===== config.mk =====
export PLATFORM = sky130hd
export DESIGN_NAME = hashmap_upsert
export DESIGN_NICKNAME = d
export VERILOG_FILES = /design/src/rtl/hashmap_upsert.sv
export SDC_FILE = /design/constraint.sdc
export NUM_CORES = 1
export LEC_CHECK = 0
export CELL_PAD_IN_SITES_DETAIL_PLACEMENT = 1
export CELL_PAD_IN_SITES_GLOBAL_PLACEMENT = 2
export CORE_MARGIN = 2
export CORE_UTILIZATION = 40
export CTS_CLUSTER_DIAMETER = 30
export CTS_CLUSTER_SIZE = 16
export DETAILED_ROUTE_END_ITERATION = 6
export GPL_TIMING_DRIVEN = 0
export PLACE_DENSITY_LB_ADDON = 0.1
export SLEW_MARGIN = 20
export SYNTH_ARGS = -nofsm -noshare
export SYNTH_HDL_FRONTEND = slang
export SYNTH_SLANG_ARGS = --single-unit

===== constraint.sdc =====
create_clock -name clk -period 12.1 [get_ports clk]
set_input_delay 2.42 -clock clk [delete_from_list [all_inputs] [get_ports clk]]
set_output_delay 2.42 -clock clk [all_outputs]
set_load 0.02 [all_outputs]

===== src/rtl/hashmap_upsert.sv =====
// Upsert sequencer in front of the hashmap: lookup, then modify on hit or queue an insert on miss.
// Same-key hazards stall acceptance so a key is never inserted twice.
module hashmap_upsert #(
  parameter int NUM_KEY_BITS   = 32,
  parameter int NUM_VAL_BITS   = 32,
  parameter int NUM_PIPES      = 2,
  parameter int INS_FIFO_DEPTH = 4,
  parameter bit SATURATE       = 1'b0
) (
  input  logic                    clk,
  input  logic                    rst,
  input  logic                    in_valid,
  output logic                    in_ready,
  input  logic [NUM_KEY_BITS-1:0] in_key,
  input  logic [NUM_VAL_BITS-1:0] in_delta,
  input  logic                    in_del,
  output logic                    hm_lookup,
  output logic [NUM_KEY_BITS-1:0] hm_key,
  output logic                    hm_modify,
  output logic                    hm_del,
  output logic [NUM_VAL_BITS-1:0] hm_mod_value,
  input  logic                    hm_valid,
  input  logic [NUM_VAL_BITS-1:0] hm_value,
  output logic                    hm_insert,
  input  logic                    hm_busy,
  output logic [NUM_KEY_BITS-1:0] hm_ins_key,
  output logic [NUM_VAL_BITS-1:0] hm_ins_value,
  output logic                    res_valid,
  output logic [NUM_KEY_BITS-1:0] res_key,
  output logic [NUM_VAL_BITS-1:0] res_value,
  output logic                    res_found,
  output logic                    idle
);

  localparam int K  = NUM_KEY_BITS;
  localparam int V  = NUM_VAL_BITS;
  localparam int P  = NUM_PIPES;
  localparam int D  = INS_FIFO_DEPTH;
  localparam int PW = (D > 1) ? $clog2(D) : 1;
  localparam int CW = $clog2(P + D + 1);

  logic [P-1:0]  sv_q;
  logic [K-1:0]  sk_q [P];
  logic [V-1:0]  sd_q [P];
  logic [P-1:0]  sdel_q;

  logic [K-1:0]  fk_q [D];
  logic [V-1:0]  fv_q [D];
  logic [D-1:0]  fvld_q;
  logic [PW-1:0] rd_q, wr_q, rd_d, wr_d;
  logic [CW-1:0] fcnt_q, fcnt_d;

  logic          res_valid_q, res_found_q;
  logic [K-1:0]  res_key_q;
  logic [V-1:0]  res_value_q, res_value_d;

  logic [CW-1:0] infl;
  logic          hit, accept;
  logic          r_v, r_del;
  logic [K-1:0]  r_key;
  logic [V-1:0]  r_delta, sum;
  logic [V:0]    sum_ext;
  logic          push, store, pop, fifo_empty;

  // Hazard check covers every in-flight stage (including the one resolving now)
  // and every queued insert (including the one popping now).
  always_comb begin
    infl = '0;
    hit  = 1'b0;
    for (int i = 0; i < P; i++) begin
      infl = infl + CW'(sv_q[i]);
      if (sv_q[i] && (sk_q[i] == in_key)) hit = 1'b1;
    end
    for (int j = 0; j < D; j++) begin
      if (fvld_q[j] && (fk_q[j] == in_key)) hit = 1'b1;
    end
  end

  assign in_ready  = !rst && ((infl + fcnt_q) < CW'(D)) && !hit;
  assign accept    = in_valid && in_ready;
  assign hm_lookup = accept;
  assign hm_key    = in_key;

  always_ff @(posedge clk) begin
    if (rst) begin
      sv_q   <= '0;
      sdel_q <= '0;
      for (int i = 0; i < P; i++) begin
        sk_q[i] <= '0;
        sd_q[i] <= '0;
      end
    end else begin
      sv_q[0]   <= accept;
      sk_q[0]   <= in_key;
      sd_q[0]   <= in_delta;
      sdel_q[0] <= in_del;
      for (int i = 1; i < P; i++) begin
        sv_q[i]   <= sv_q[i-1];
        sk_q[i]   <= sk_q[i-1];
        sd_q[i]   <= sd_q[i-1];
        sdel_q[i] <= sdel_q[i-1];
      end
    end
  end

  assign r_v     = sv_q[P-1];
  assign r_key   = sk_q[P-1];
  assign r_delta = sd_q[P-1];
  assign r_del   = sdel_q[P-1];

  assign sum_ext = {1'b0, hm_value} + {1'b0, r_delta};
  assign sum     = (SATURATE && sum_ext[V]) ? {V{1'b1}} : sum_ext[V-1:0];

  assign hm_modify    = !rst && r_v && hm_valid;
  assign hm_del       = hm_modify && r_del;
  assign hm_mod_value = sum;

  // A miss arriving at an empty, non-busy FIFO bypasses storage and inserts this cycle.
  assign push       = !rst && r_v && !hm_valid && !r_del;
  assign fifo_empty = (fcnt_q == '0);
  assign hm_insert  = !rst && (!fifo_empty || push) && !hm_busy;
  assign hm_ins_key   = fifo_empty ? r_key   : fk_q[rd_q];
  assign hm_ins_value = fifo_empty ? r_delta : fv_q[rd_q];
  assign pop        = hm_insert && !fifo_empty;
  assign store      = push && !(fifo_empty && !hm_busy);

  always_comb begin
    wr_d   = store ? ((wr_q == PW'(D - 1)) ? '0 : wr_q + PW'(1)) : wr_q;
    rd_d   = pop   ? ((rd_q == PW'(D - 1)) ? '0 : rd_q + PW'(1)) : rd_q;
    fcnt_d = fcnt_q + CW'(store) - CW'(pop);
  end

  always_ff @(posedge clk) begin
    if (rst) begin
      fvld_q <= '0;
      rd_q   <= '0;
      wr_q   <= '0;
      fcnt_q <= '0;
      for (int j = 0; j < D; j++) begin
        fk_q[j] <= '0;
        fv_q[j] <= '0;
      end
    end else begin
      if (store) begin
        fk_q[wr_q]   <= r_key;
        fv_q[wr_q]   <= r_delta;
        fvld_q[wr_q] <= 1'b1;
      end
      if (pop) fvld_q[rd_q] <= 1'b0;
      rd_q   <= rd_d;
      wr_q   <= wr_d;
      fcnt_q <= fcnt_d;
    end
  end

  always_comb begin
    res_value_d = '0;
    if (hm_valid) res_value_d = r_del ? hm_value : sum;
    else          res_value_d = r_del ? '0 : r_delta;
  end

  always_ff @(posedge clk) begin
    if (rst) begin
      res_valid_q <= 1'b0;
      res_found_q <= 1'b0;
      res_key_q   <= '0;
      res_value_q <= '0;
    end else begin
      res_valid_q <= r_v;
      if (r_v) begin
        res_found_q <= hm_valid;
        res_key_q   <= r_key;
        res_value_q <= res_value_d;
      end
    end
  end

  assign res_valid = res_valid_q;
  assign res_found = res_found_q;
  assign res_key   = res_key_q;
  assign res_value = res_value_q;
  assign idle      = (infl == '0) && fifo_empty;

endmodule

---- Yosys cells after proc, flatten, opt, wreduce, memory -nomap -nowiden ----
Memories as Yosys holds them, arrays and structs flattened. A register that Yosys moved wholly into a read port is not among the register bits.
Cells that the tools add are included.
operators by class
  mux-type cells .......................... 40
  reduce and logical (&&, ||, !) cells .... 34
  $add $sub $neg .......................... 7
  eq/ne operators ......................... 8
  bitwise gates (word level) .............. 7
  $lt $le $gt $ge ......................... 5
operator list
  operator                                                           count
  two-way mux 32 bit                                                 11
  == test 32 bit                                                     6
  OR reduction 32 bit                                                2
  adder 32 bit                                                       1
  logical AND 1 bit                                                  22
  two-way mux 1 bit                                                  16
  two-way mux 2 bit                                                  8
  two-way mux 4 bit                                                  3
  logical NOT 1 bit                                                  7
  logical NOT 3 bit                                                  2
  < comparator 2 x 3 -> 1 bit, second input constant                 2
  adder 2 x 1 -> 2 bit, second input constant                        2
  AND 4 bit                                                          1
  demux 1 bit (select 2 bit)                                         2
  == test 2 bit, second input constant                               2
  greater-or-equal comparator 2 x 1 -> 1 bit, second input constant  2
  inverter 4 bit                                                     1
  bitwise OR 1 bit                                                   4
  bitwise OR 4 bit                                                   1
  adder 2 x 3 -> 3 bit                                               1
  adder 3 x 1 -> 3 bit                                               1
  < comparator 3 bit, second input constant                          1
  subtractor 3 x 1 -> 3 bit                                          1
  adder 1 x 1 -> 2 bit                                               1
  logical OR 1 bit                                                   1
storage, ports and cells
  memory bits (writable) .................. 384
  bits in registers ....................... 81
  memories ................................ 4
  logic and storage cells ................. 115
memory list
  name  depth  width  read ports  clocked after memory_dff  write ports  RTL line  text
  fk_q  4      32     5           1                         4            47        logic [K-1:0] fk_q [D];
  fv_q  4      32     1           1                         4            48        logic [V-1:0] fv_q [D];
  sd_q  2      32     2           0                         2            44        logic [V-1:0] sd_q [P];
  sk_q  2      32     2           0                         2            43        logic [K-1:0] sk_q [P];

---- Logic depth before layout (Yosys ltp) ----
An unclocked memory read counts as a cell.
  depth in word-level cells ............... 12
  mapped depth ............................ 14
  gate-level depth less buffers ........... 13

---- Least setup slack after synthesis ----
OpenSTA, ideal clock, no wires.
  path type ............................... input to output
  start ................................... input hm_value[0]
  end ..................................... output hm_mod_value[18]
  buffers on the path ..................... 0
  stages .................................. 9
  path slack .............................. 5,132 ps
  data arrival time ....................... 4,548 ps
  path through ............................ ha_1 > fa_1 > a21o_1 > a221oi_2 > o21ai_1 > a21oi_1 > o21a_1 > o21ai_1 > xor2_1
on the way
  word-level cells in the longest chain between the ends .. 1
RTL lines
  element          RTL line  text
  start, declared  23        input logic [NUM_VAL_BITS-1:0] hm_value,
  adder 32 bit     111       assign sum_ext = {1'b0, hm_value} + {1'b0, r_delta};
  end, declared    21        output logic [NUM_VAL_BITS-1:0] hm_mod_value,
Every way passes these cells.

---- Worst setup path in the final report ----
  start ................................... input hm_value[0]
  end ..................................... output hm_mod_value[26]
The elaborated chain is that of the path after synthesis.

==> key figures <==
Layout
  – Area of the multi-input gates: 10400 um^2
  – Layout area overhead: 34.1%
  – Final core occ: 54.0%
  – Most common cell after layout, fill and taps aside: clkdlybuf4s50_1
  – Share of cells above drive strength 1: 12.5%
  – Fillers: 5958
  – FF/Latch Area: 11900 um^2
  – Final design area excluding fillers: 31000 um^2
  – Non-Filler Instances: 3348
  – Layout Nets: 2629
  – Commonest non-fill, non-tap cells in the layout: clkdlybuf4s50_1, and2_1, edfxtp_1, nand2_1, dfxtp_1

Critical path
  – R2R setup slack: 7.90 ns
  – Most frequent cell on the critical path: clkdlybuf4s50_1
  – CP Data Required Time: 9.68 ns
  – Critical Path Source Type: input pin
  – Crit-path slowest cell: clkdlybuf4s50_1
  – Max incr delay on CP: 0.67 ns
  – Crit-path cells: clkdlybuf4s50_1 -> ha_1 -> fa_1 -> a21o_1 -> a221oi_2 -> o21a_1 -> o311ai_1 -> a211oi_1 -> xnor2_1 -> clkdlybuf4s50_1
  – CP max FO: 4
  – Worst Setup Path Type: input pin to output port
  – Worst Path Arrival: 6.26 ns
  – Crit. End Element: output port

Die
  – Die area: 59700 um^2
  – Core ar.: 57400 um^2
  – Chip Width: 244 um
  – Top Ports: 302
  – Die height: 244 um
  – Initial Util: 40.3%
  – Row count: 88

Clock tree
  – CTS Buf Count: 115
  – CTS Buffer Depth: 3
  – Setup bufs post-CTS: 0
  – H-Tree Depth: 3
  – Skew-Pair Late Insertion Delay: 0.66 ns
  – Clock Pin Slew Worst Setup and Hold Paths: 0.05 ns
  – Clock Sinks: 467
  – Root Buffer: clkbuf_16
  – Cts hold-fix bufs: 0
  – Resize count post-CTS: 0
  – TritonCTS clock tree: built

STA
  – Fmax: 115 MHz
  – Slew Viols, Final: 0
  – Setup skew after layout: 0.0272 ns
  – Max-slew headroom: 23.7%
  – Tightest Pin Transition: 1.14 ns
  – Tmin final: 8.68 ns
  – Worst Slack Setup Final: 3.42 ns
  – Hold Slack: 0.430 ns
  – RSZ-0062 raised after global routing: false
  – Period utilization: 71.7%
  – Final hold violations: 0
  – Setup TNS: 0 ns
  – Endpoints failing setup: 0

Routing
  – Drt via density: 5.31
  – Post-route ant nets: 0
  – Final wirelength: 86100 um
  – DR vias: 17800
  – DR pass1 iterations: 7
  – Routed wire per std cell: 25.7 um
  – Drt drc: 0
  – Initial drt markers: 1248

Synth
  – Post-synth EDFFs: 256
  – Asr flop ratio synth: 0%
  – Synthesized netlist cell count: 2088
  – Synth unique cells: 66
  – Syn avg cell area: 11.1 um^2
  – Most common flop cell mapped by yosys: edfxtp_1
  – Yosys warnings: 0
  – Sequential element share of the synthesized area: 51.5%
  – Number of synthesized register bits: 467
  – Syn Std Cell Area: 23100 um^2
  – Post-Synthesis Net Count: 2236

GRT
  – Initial antenna violation count: 0
  – Vias in the first global route: 19200
  – First-pass GRT wire length: 125000 um
  – Aggregate global routing overflow: 0
  – Pin count of the biggest net entering global routing: 41
  – Tot GR Track Use: 28.6%

Power and ir drop
  – Net Sw Frac: 27.4%
  – Clock network power share: 52.9%
  – Gate power share: 16.9%
  – Leak: 11.8 nW
  – Switch Pwr: 1.64 mW
  – Power per standard cell area: 193 nW/um^2
  – VDD IR max: 0.130 mV
  – Sequential share of power: 30.2%
  – Int Pwr: 4.34 mW
  – Pwr Total: 5.98 mW

Job
  – MaxCap Viol Count: 0

Place
  – Final GP Congestion: 0.929
  – IO Port Bufs: 269
  – Setup WS pre-CTS: 3.54 ns
  – Placed inst area: 27000 um^2
  – HPWL Detailed: 62500 um
  – Inst Count DP: 3129

Worst hold path
  – Hold crit path type: register to register

Status
  – Status: finished, final reports clean
==> critical path, delay by kind of cell <==
family / cells / cell delay, ns
adders and majority gates: 2 / 0.66
AOI/OAI and AO/OA: 5 / 1.83
xor gates and xnor gates: 1 / 0.23
buffers and inverters: 2 / 1.12
==> path summary, 6_finish.rpt <==
path                          from                        to  cells past startpoint
max                    hm_value[0]          hm_mod_value[26]                     10
min reg2reg  sd_q[0][6]$_SDFF_PP0_    sd_q[0][38]$_SDFF_PP0_                      1
max reg2reg     sv_q[1]$_SDFF_PP0_  fv_q[1][8]$_SDFFCE_PN0P_                     10
min          sd_q[0][6]$_SDFF_PP0_    sd_q[0][38]$_SDFF_PP0_                      1
==> cells by family after synthesis <==
kind of cell,count (synthesis),share of synthesized area (%)
and+or+nand+nor,867,20.0
DFF,467,51.5
xor gates and xnor gates,220,8.34
buffers and inverters,193,3.68
AOI/OAI and AO/OA,179,5.39
muxes,116,8.55
adders and majority gates,46,2.55
==> cells in the mapped netlist (all sizes together), types with 5 or more instances <==
cell type    n  area, um^2
nand2b       5        31.3
xnor2      143        1250
a21o        19         143
a211oi      23         173
buf         52         320
nand2      228         856
clkbuf     125         470
nor4        25         156
dfxtp      211        4220
mux4        64        1440
nor2        90         343
edfxtp     256        7690
xor2        77         674
o21a         8        60.1
and2       266        1660
and3         9        56.3
inv         16        60.1
nand4       37         231
a21oi       40         204
o22ai        9        56.3
a221oi      12         111
o21ai       22         110
a311oi       5        43.8
ha          44         551
nor3        27         140
mux2i       40         400
nand3       17        85.1
a22oi       10        75.1
mux2        12         135
o31ai        5        42.5
nor2b      142         896
==> registers in the layout (all words and copies together), names as in the netlist, 3 cells and up, named ones only <==
name,count
fcnt_q,3
sk_q,64
fvld_q,4
res_key,32
fv_q,128
sd_q,64
res_value,32
fk_q,128
==> area by class of cell <==
| cell class | count | share of cell area [%] |
|---|---|---|
| tap | 765 | 3.09 |
| clock inverter | 62 | 2.20 |
| inverter | 16 | 0.194 |
| timing repair buffer | 276 | 9.22 |
| sequential | 467 | 38.4 |
| buffer | 177 | 2.56 |
| multi-input combinational | 1428 | 33.5 |
| antenna | 1 | 0.00807 |
| clock buffer | 156 | 10.8 |
==> routing by layer <==
metal | wire (um) | GRT usage [%] | share of wire [%]
met5 | 0 | 0 | 0
met4 | 3460 | 11.6 | 4.0
met3 | 4550 | 4.82 | 5.3
met2 | 44000 | 51.1 | 51
met1 | 34100 | 34.2 | 40
==> power by group through the flow <==
stage	combinational [mW]	sequential, mW	clock [mW]
after detailed placement	1.01	1.83	0
after global routing	1.07	1.81	3.27
after CTS	1.02	1.80	3.19
final	1.01	1.80	3.16
after floorplan	0.541	1.82	0
after global placement	1.00	1.83	0
Power figures use the tool's default switching activity.
